### src/rtl/task_9_frame_buffer.sv
// Frame input buffer: loads one AXI-stream frame into a FIFO, then replays it
// downstream with valid/ready handshaking, a last-word marker and the frame length.
// Beats beyond DEPTH are dropped and flagged; upstream is never stalled in LOAD.
module task_9_frame_buffer #(
  parameter  int DATA_W = 8,
  parameter  int DEPTH  = 256,
  localparam int LEN_W  = $clog2(DEPTH) + 1
) (
  input  logic              i_clk,
  input  logic              i_rst_n,
  input  logic              i_tdata_valid,
  input  logic [DATA_W-1:0] i_tdata,
  input  logic              i_tdata_last,
  output logic              o_tready,
  output logic [DATA_W-1:0] o_data,
  output logic              o_valid,
  output logic              o_last,
  input  logic              i_ready,
  output logic              o_busy,
  output logic              o_empty,
  output logic [LEN_W-1:0]  o_frame_len,
  output logic              o_overflow
);

  localparam int PTR_W = $clog2(DEPTH);
  localparam logic [LEN_W-1:0] FULL = LEN_W'(DEPTH);

  typedef enum logic [1:0] {
    S_IDLE,
    S_LOAD,
    S_SEND
  } state_t;

  state_t            state;
  logic [DATA_W-1:0] mem [DEPTH];
  logic [PTR_W-1:0]  wr_ptr;
  logic [PTR_W-1:0]  rd_ptr;
  logic [LEN_W-1:0]  count;

  logic accept;
  logic fits;
  logic wr_en;
  logic xfer;
  logic load_out;

  assign accept   = i_tdata_valid & o_tready;
  assign fits     = (count < FULL);
  assign wr_en    = (state == S_LOAD) & accept & fits;
  assign xfer     = o_valid & i_ready;
  // Output register refills when empty or being consumed this cycle.
  assign load_out = (state == S_SEND) & (~o_valid | i_ready) & (count != '0);
  assign o_empty  = (count == '0);

  // FIFO storage write port; no reset needed, occupancy is tracked by count.
  always_ff @(posedge i_clk) begin
    if (wr_en) begin
      mem[wr_ptr] <= i_tdata;
    end
  end

  // Frame FSM with FIFO pointers, count and all registered outputs.
  always_ff @(posedge i_clk or negedge i_rst_n) begin
    if (!i_rst_n) begin
      state       <= S_IDLE;
      wr_ptr      <= '0;
      rd_ptr      <= '0;
      count       <= '0;
      o_tready    <= 1'b0;
      o_data      <= '0;
      o_valid     <= 1'b0;
      o_last      <= 1'b0;
      o_busy      <= 1'b0;
      o_frame_len <= '0;
      o_overflow  <= 1'b0;
    end else begin
      case (state)
        S_IDLE: begin
          state      <= S_LOAD;
          o_tready   <= 1'b1;
          o_busy     <= 1'b1;
          o_overflow <= 1'b0;
        end

        S_LOAD: begin
          if (accept) begin
            if (fits) begin
              wr_ptr <= wr_ptr + PTR_W'(1);
              count  <= count + LEN_W'(1);
            end else begin
              o_overflow <= 1'b1;
            end
            if (i_tdata_last) begin
              state       <= S_SEND;
              o_tready    <= 1'b0;
              o_frame_len <= fits ? (count + LEN_W'(1)) : count;
            end
          end
        end

        S_SEND: begin
          if (load_out) begin
            o_data  <= mem[rd_ptr];
            rd_ptr  <= rd_ptr + PTR_W'(1);
            count   <= count - LEN_W'(1);
            o_valid <= 1'b1;
            o_last  <= (count == LEN_W'(1));
          end else if (xfer) begin
            o_valid <= 1'b0;
            o_last  <= 1'b0;
          end
          // The last word leaves count at zero, so no refill competes with this.
          if (xfer && o_last) begin
            state  <= S_IDLE;
            o_busy <= 1'b0;
          end
        end

        default: begin
          state <= S_IDLE;
        end
      endcase
    end
  end

endmodule

### config.mk
export PLATFORM = sky130hd
export DESIGN_NAME = task_9_frame_buffer
export DESIGN_NICKNAME = d
export VERILOG_FILES = /design/src/rtl/task_9_frame_buffer.sv
export SDC_FILE = /design/constraint.sdc
export NUM_CORES = 2
export LEC_CHECK = 0
export ABC_AREA = 1
export CAP_MARGIN = 10
export CORE_ASPECT_RATIO = 0.8
export CORE_MARGIN = 5
export CORE_UTILIZATION = 25
export DETAILED_ROUTE_END_ITERATION = 8
export HOLD_SLACK_MARGIN = 0.15
export SETUP_SLACK_MARGIN = 0.3
export SLEW_MARGIN = 25
export SYNTH_ARGS = -nofsm -noshare
export SYNTH_HDL_FRONTEND = slang
export SYNTH_SLANG_ARGS = --single-unit
### constraint.sdc
create_clock -name i_clk -period 2.79 [get_ports i_clk]
set_input_delay 0.4185 -clock i_clk [delete_from_list [all_inputs] [get_ports i_clk]]
set_output_delay 0.4185 -clock i_clk [all_outputs]
set_load 0.005 [all_outputs]
Yosys cells after proc, flatten, opt, wreduce, memory -nomap -nowiden

Memories as Yosys holds them, arrays and structs flattened. A register that Yosys moved wholly into a read port is not among the register bits.
Cells that the tools add are included.

Multiplexer cells: 21
Order comparisons: 1
Reductions and logical operators: 18
Bitwise logic cells: 8
$add $sub $neg: 4
Equality and inequality tests: 8

Operators by type and width:

| kind                  | number |
|---|---|
| $mux W9               | 3 |
| $pmux W9 S2           | 1 |
| $reduce_and A3 Y1     | 6 |
| $add A8 B1 Y8 const B | 2 |
| $mux W1               | 10 |
| $add A9 B1 Y9 const B | 1 |
| $eq A9 B1 Y1 const B  | 1 |
| $logic_not A9 Y1      | 1 |
| $lt A9 B9 Y1 const B  | 1 |
| $reduce_bool A9 Y1    | 1 |
| $sub A9 B1 Y9 const B | 1 |
| $ne A2 B2 Y1 const B  | 4 |
| $reduce_bool A2 Y1    | 4 |
| $and A1 B1 Y1         | 6 |
| $mux W2               | 3 |
| $pmux W1 S2           | 3 |
| $pmux W2 S3           | 1 |
| $reduce_and A2 Y1     | 3 |
| $eq A2 B1 Y1 const B  | 1 |
| $eq A2 B2 Y1 const B  | 1 |
| $logic_not A2 Y1      | 1 |
| $ne A2 B1 Y1 const B  | 1 |
| $logic_and A1 B1 Y1   | 1 |
| $logic_not A1 Y1      | 1 |
| 2 further kinds       | 2 |

Bits in registers: 41
Input port bits: 13
Output and inout bits: 23
Logic and storage cells: 71
Memories: 1
RAM bits: 2048

Memory list:

| name | depth | width | read ports | clocked after Yosys merged registers in | wr ports | RTL line | source |
|---|---|---|---|---|---|---|---|
| mem  | 256   | 8     | 1          | 1                                       | 1        | 35       | `logic [DATA_W-1:0] mem [DEPTH];` |

Depth between registers and ports, before layout

Depth after elaboration: 6
Mapped depth: 21

Least setup slack after synthesis

Ideal clock, no wire load.

Path kind: input port to flip-flop
From: in i_tdata_valid
To: mem mem[102][0] (enable)
Setup time: 0.370 ns
Setup slack: 0.500 ns
Buffers on the path: 1
Stages: 9
Data arrival time: 1.920 ns
Path through: nand2_1 -> inv_1 -> nand2_1 -> nor2_4 -> inv_2 -> nor3_2 -> nand2_1 -> clkbuf_1 -> nor2_1

Cells in the longest elaborated chain, start to end: 5

RTL lines:

| element                       | RTL line | source |
|---|---|---|
| from (decl)                   | 11       | `input logic i_tdata_valid,` |
| $and A1 B1 Y1                 | 46       | `assign accept = i_tdata_valid & o_tready;` |
| $and A1 B1 Y1 (2 in series)   | 48       | `assign wr_en = (state == S_LOAD) & accept & fits;` |
| $mux W1                       | 56       | `if (wr_en) begin` |
| $mux W1 (implied by the code) | 57       | `mem[wr_ptr] <= i_tdata;` |
| to (decl)                     | 35       |  |

No other way between the ends.

==> flow_summary.ini <==
[drt]
top_layer_used = met4
wl_met3_microns = 26900
vias = 61900
via_per_inst = 4.55
first_pass_iters = 6
ant_nets = 0
wl_per_cell_microns = 19.6
drt_iter0_drc = 7842
finalWirelength_microns = 267000
wl_met2_microns = 113000
drc = 0
drt-met1-wl_microns = 121000

[critical_path]
crit_path_max_fanout = 38
rr_worst_depth = 17
worst-r2r-setup-slack_ns = 0.11
worst_ep_required_time_ns = 3.52
r2r-start = rd_ptr[0]
arrival_ns = 3.41
end_kind = flip-flop
crit_type = flip-flop to flip-flop
worst_r2r_endpoint = o_data[2]
start_kind = flip-flop

[layout]
fillCellCount = 35600
seq_area_sq_um = 62700
area_growth_pct = 22.4
layoutNonFillerInstCount = 13600
multi_input_area_sq_um = 21800
final_core_util_pct = 30.7
layout_common_cells = edfxtp_1 (2048), nand2_1 (2023), nor2_1 (1208), inv_1 (658), nand3_1 (650)
layout-drive-gt1-share_pct = 14.8
final_nets = 8743
final_common_cell = edfxtp_1

[floorplan]
ios = 36
row_count = 195
die_width_microns = 675
dieArea_sq_um = 366000
initial_core_util_pct = 25.1
coreArea_sq_um = 353000
dieHeight_microns = 542

[timing]
fmax_mhz = 373
setup_violations = 0
holdWs_ns = 0.207
period_share_pct = 96.0
drv_slew = 0
relSlewSlack_pct = 38.4
fin_skew_ns = 0.0513
hold_viol_final = 0
period_needed_ns = 2.68
tightest_slew_ns = 0.921
rsz0062_at_grt = yes

[power_and_ir_drop]
power.switching_w = 0.0390
cellPowerDensity_nw_per_um2 = 943
combPwrFrac_pct = 39.5
pwr-share-seq_pct = 34.8
switching_share_pct = 38.2
p_leak_nw = 40.8
clkPwrFrac_pct = 25.8
power.internal_w = 0.0632
ir_drop_uv = 821
total_power_w = 0.102

[logic_synthesis]
synth.cell_area_sq_um = 88500
synth-simple-area-share_pct = 18.4
synth-seq-cells = 2097
synthCells = 8175
synth_top_family_by_area = simple AND/OR/NAND/NOR gates
ys_warn_count = 0
syn_area_per_cell_sq_um = 10.8
synthXorXnorAreaFrac_pct = 0.218
synth_mux_area_share_pct = 0
synth_compound_area_share_pct = 4.76
synth-seq-area-share_pct = 70.9
ys_types = 33
synth_fa_ha_area_share_pct = 0.127
syn_nets = 8197

[placement]
port_buffers = 35
dpl.hpwl_microns = 160000
gp_congestion = 0.856
post-place-cells = 13200

[clock_network]
clkSinkCount = 2097
cts_inserted_buffers = 199
worstSkewPairLatency_ns = 0.86
cts_tree = yes
h-tree-depth = 4
path_clk_slew_ns = 0.07
cts_root_buffer = clkbuf_16
cts_buffer_depth = 4

[global_routing]
grt_pass1_wl_microns = 387000
antenna_found_initial = 9
grt_overflow = 0
grt_pass1_vias = 57600
grt_max_degree = 106
grt_usage_pct = 13.9

[outcome]
status = completed

[run]
max-cap-violations = 0

[min_path]
hold_class = input pin to async pin
[area by class of cell]
| class | instances | share of cell area [%] |
|---|---|---|
| clock inverters | 111 | 0.825 |
| diodes | 10 | 0.0231 |
| flip-flops and latches | 2097 | 57.9 |
| clock buffers | 239 | 4.75 |
| multi-input cells | 4911 | 20.1 |
| inverters | 699 | 2.47 |
| repair inverters | 3 | 0.0647 |
| repair buffers | 810 | 8.36 |
| well taps | 4728 | 5.46 |
[through the flow]
| step | TNS (ns) | setup WS (ns) | area [sq um] |
|---|---|---|---|
| floorplan | 0 | 0.500 | 88500 |
| global placement | -16.71 | -0.195 | 99200 |
| detailed placement | -6.87 | -0.206 | 99200 |
| CTS | 0 | 0.0743 | 107000 |
| global route | 0 | 0.0460 | 108000 |
| finish | 0 | 0.111 | 108000 |
[worst max-delay path, cell delays in order (launching register included)]
cell       delay, ns
dfrtp_4         0.52
buf_12          0.17
buf_12          0.16
clkinv_16       0.10
buf_12          0.22
nand2_1         0.08
nand3_1         0.12
nand2_1         0.14
nand2_1         0.10
nand2_1         0.05
nor2_1          0.21
nand2_1         0.10
nand3_2         0.14
nand3_1         0.11
nand3_1         0.13
nand2_1         0.07
nand2_1         0.06
nand2_1         0.05
[worst max-delay path by stage]
stage	startpoint	to	cells after the start
global route	rd_ptr[0]	o_data[6]	19
floorplan	i_tdata_valid	mem[102][0]	9
global placement	rd_ptr[0]	o_data[5]	13
finish	rd_ptr[0]	o_data[2]	17
CTS	rd_ptr[0]	o_data[5]	17
detailed placement	rd_ptr[0]	o_data[5]	13
[per-layer routing]
layer,track usage (%),vias up
met4,3.13,0
met2,19.9,2748
li1,-,28500
met3,3.04,348
met1,21.1,30300
met5,0,-
[state kept, by name, summed over array words and instances, names as in the netlist]
name / cells
mem: 2048
count: 9
o_frame_len: 9
o_data: 8
rd_ptr: 8
wr_ptr: 8
state: 2
o_busy: 1
o_last: 1
o_overflow: 1
o_tready: 1
o_valid: 1
[cells in the mapped netlist, drive strengths merged]
master,number,share of area [%]
nor2,1267,5.4
dfrtp,49,1.4
xor2,22,0.22
a21oi,110,0.62
o211ai,105,0.89
nand2,2097,8.9
buf,295,1.9
inv,695,2.9
clkbuf,173,0.73
nand3,709,4.0
nand4,2,0.014
o21ai,562,3.2
a31oi,5,0.035
a22oi,3,0.025
clkinv,4,0.017
ha,9,0.13
nor4,3,0.028
and3,2,0.014
or2,5,0.035
edfxtp,2048,69
nor3,8,0.057
o22ai,2,0.014
[timing repair]
item	in CTS	in global routing
resized for setup	191	231
setup endpoints to repair	26	536
pin swaps	23	73
hold buffers	9	0
cloned	23	20
endpoints found under the hold margin	459	0
buffers inserted	28	17
[cell families (layout without fill, tap and decap cells)]
group	after synthesis	in the layout
flip-flops	2097	2097
adder cells (fa/ha/maj)	9	9
XOR/XNOR	22	22
AND/OR/NAND/NOR	4093	4093
buffers and inverters	1167	1862
other	0	10
AO/OA/AOI/OAI	787	787
[power groups by stage]
stage | Sequential, W | Clock [W] | Combinational [W]
after global routing | 0.0355 | 0.0280 | 0.0433
after CTS | 0.0356 | 0.0267 | 0.0374
after detailed placement | 0.0362 | 0 | 0.0343
after floorplan | 0.0359 | 0 | 0.0197
final | 0.0355 | 0.0263 | 0.0403
after global placement | 0.0362 | 0 | 0.0342
No activity file was read; power rests on OpenSTA's default activity.
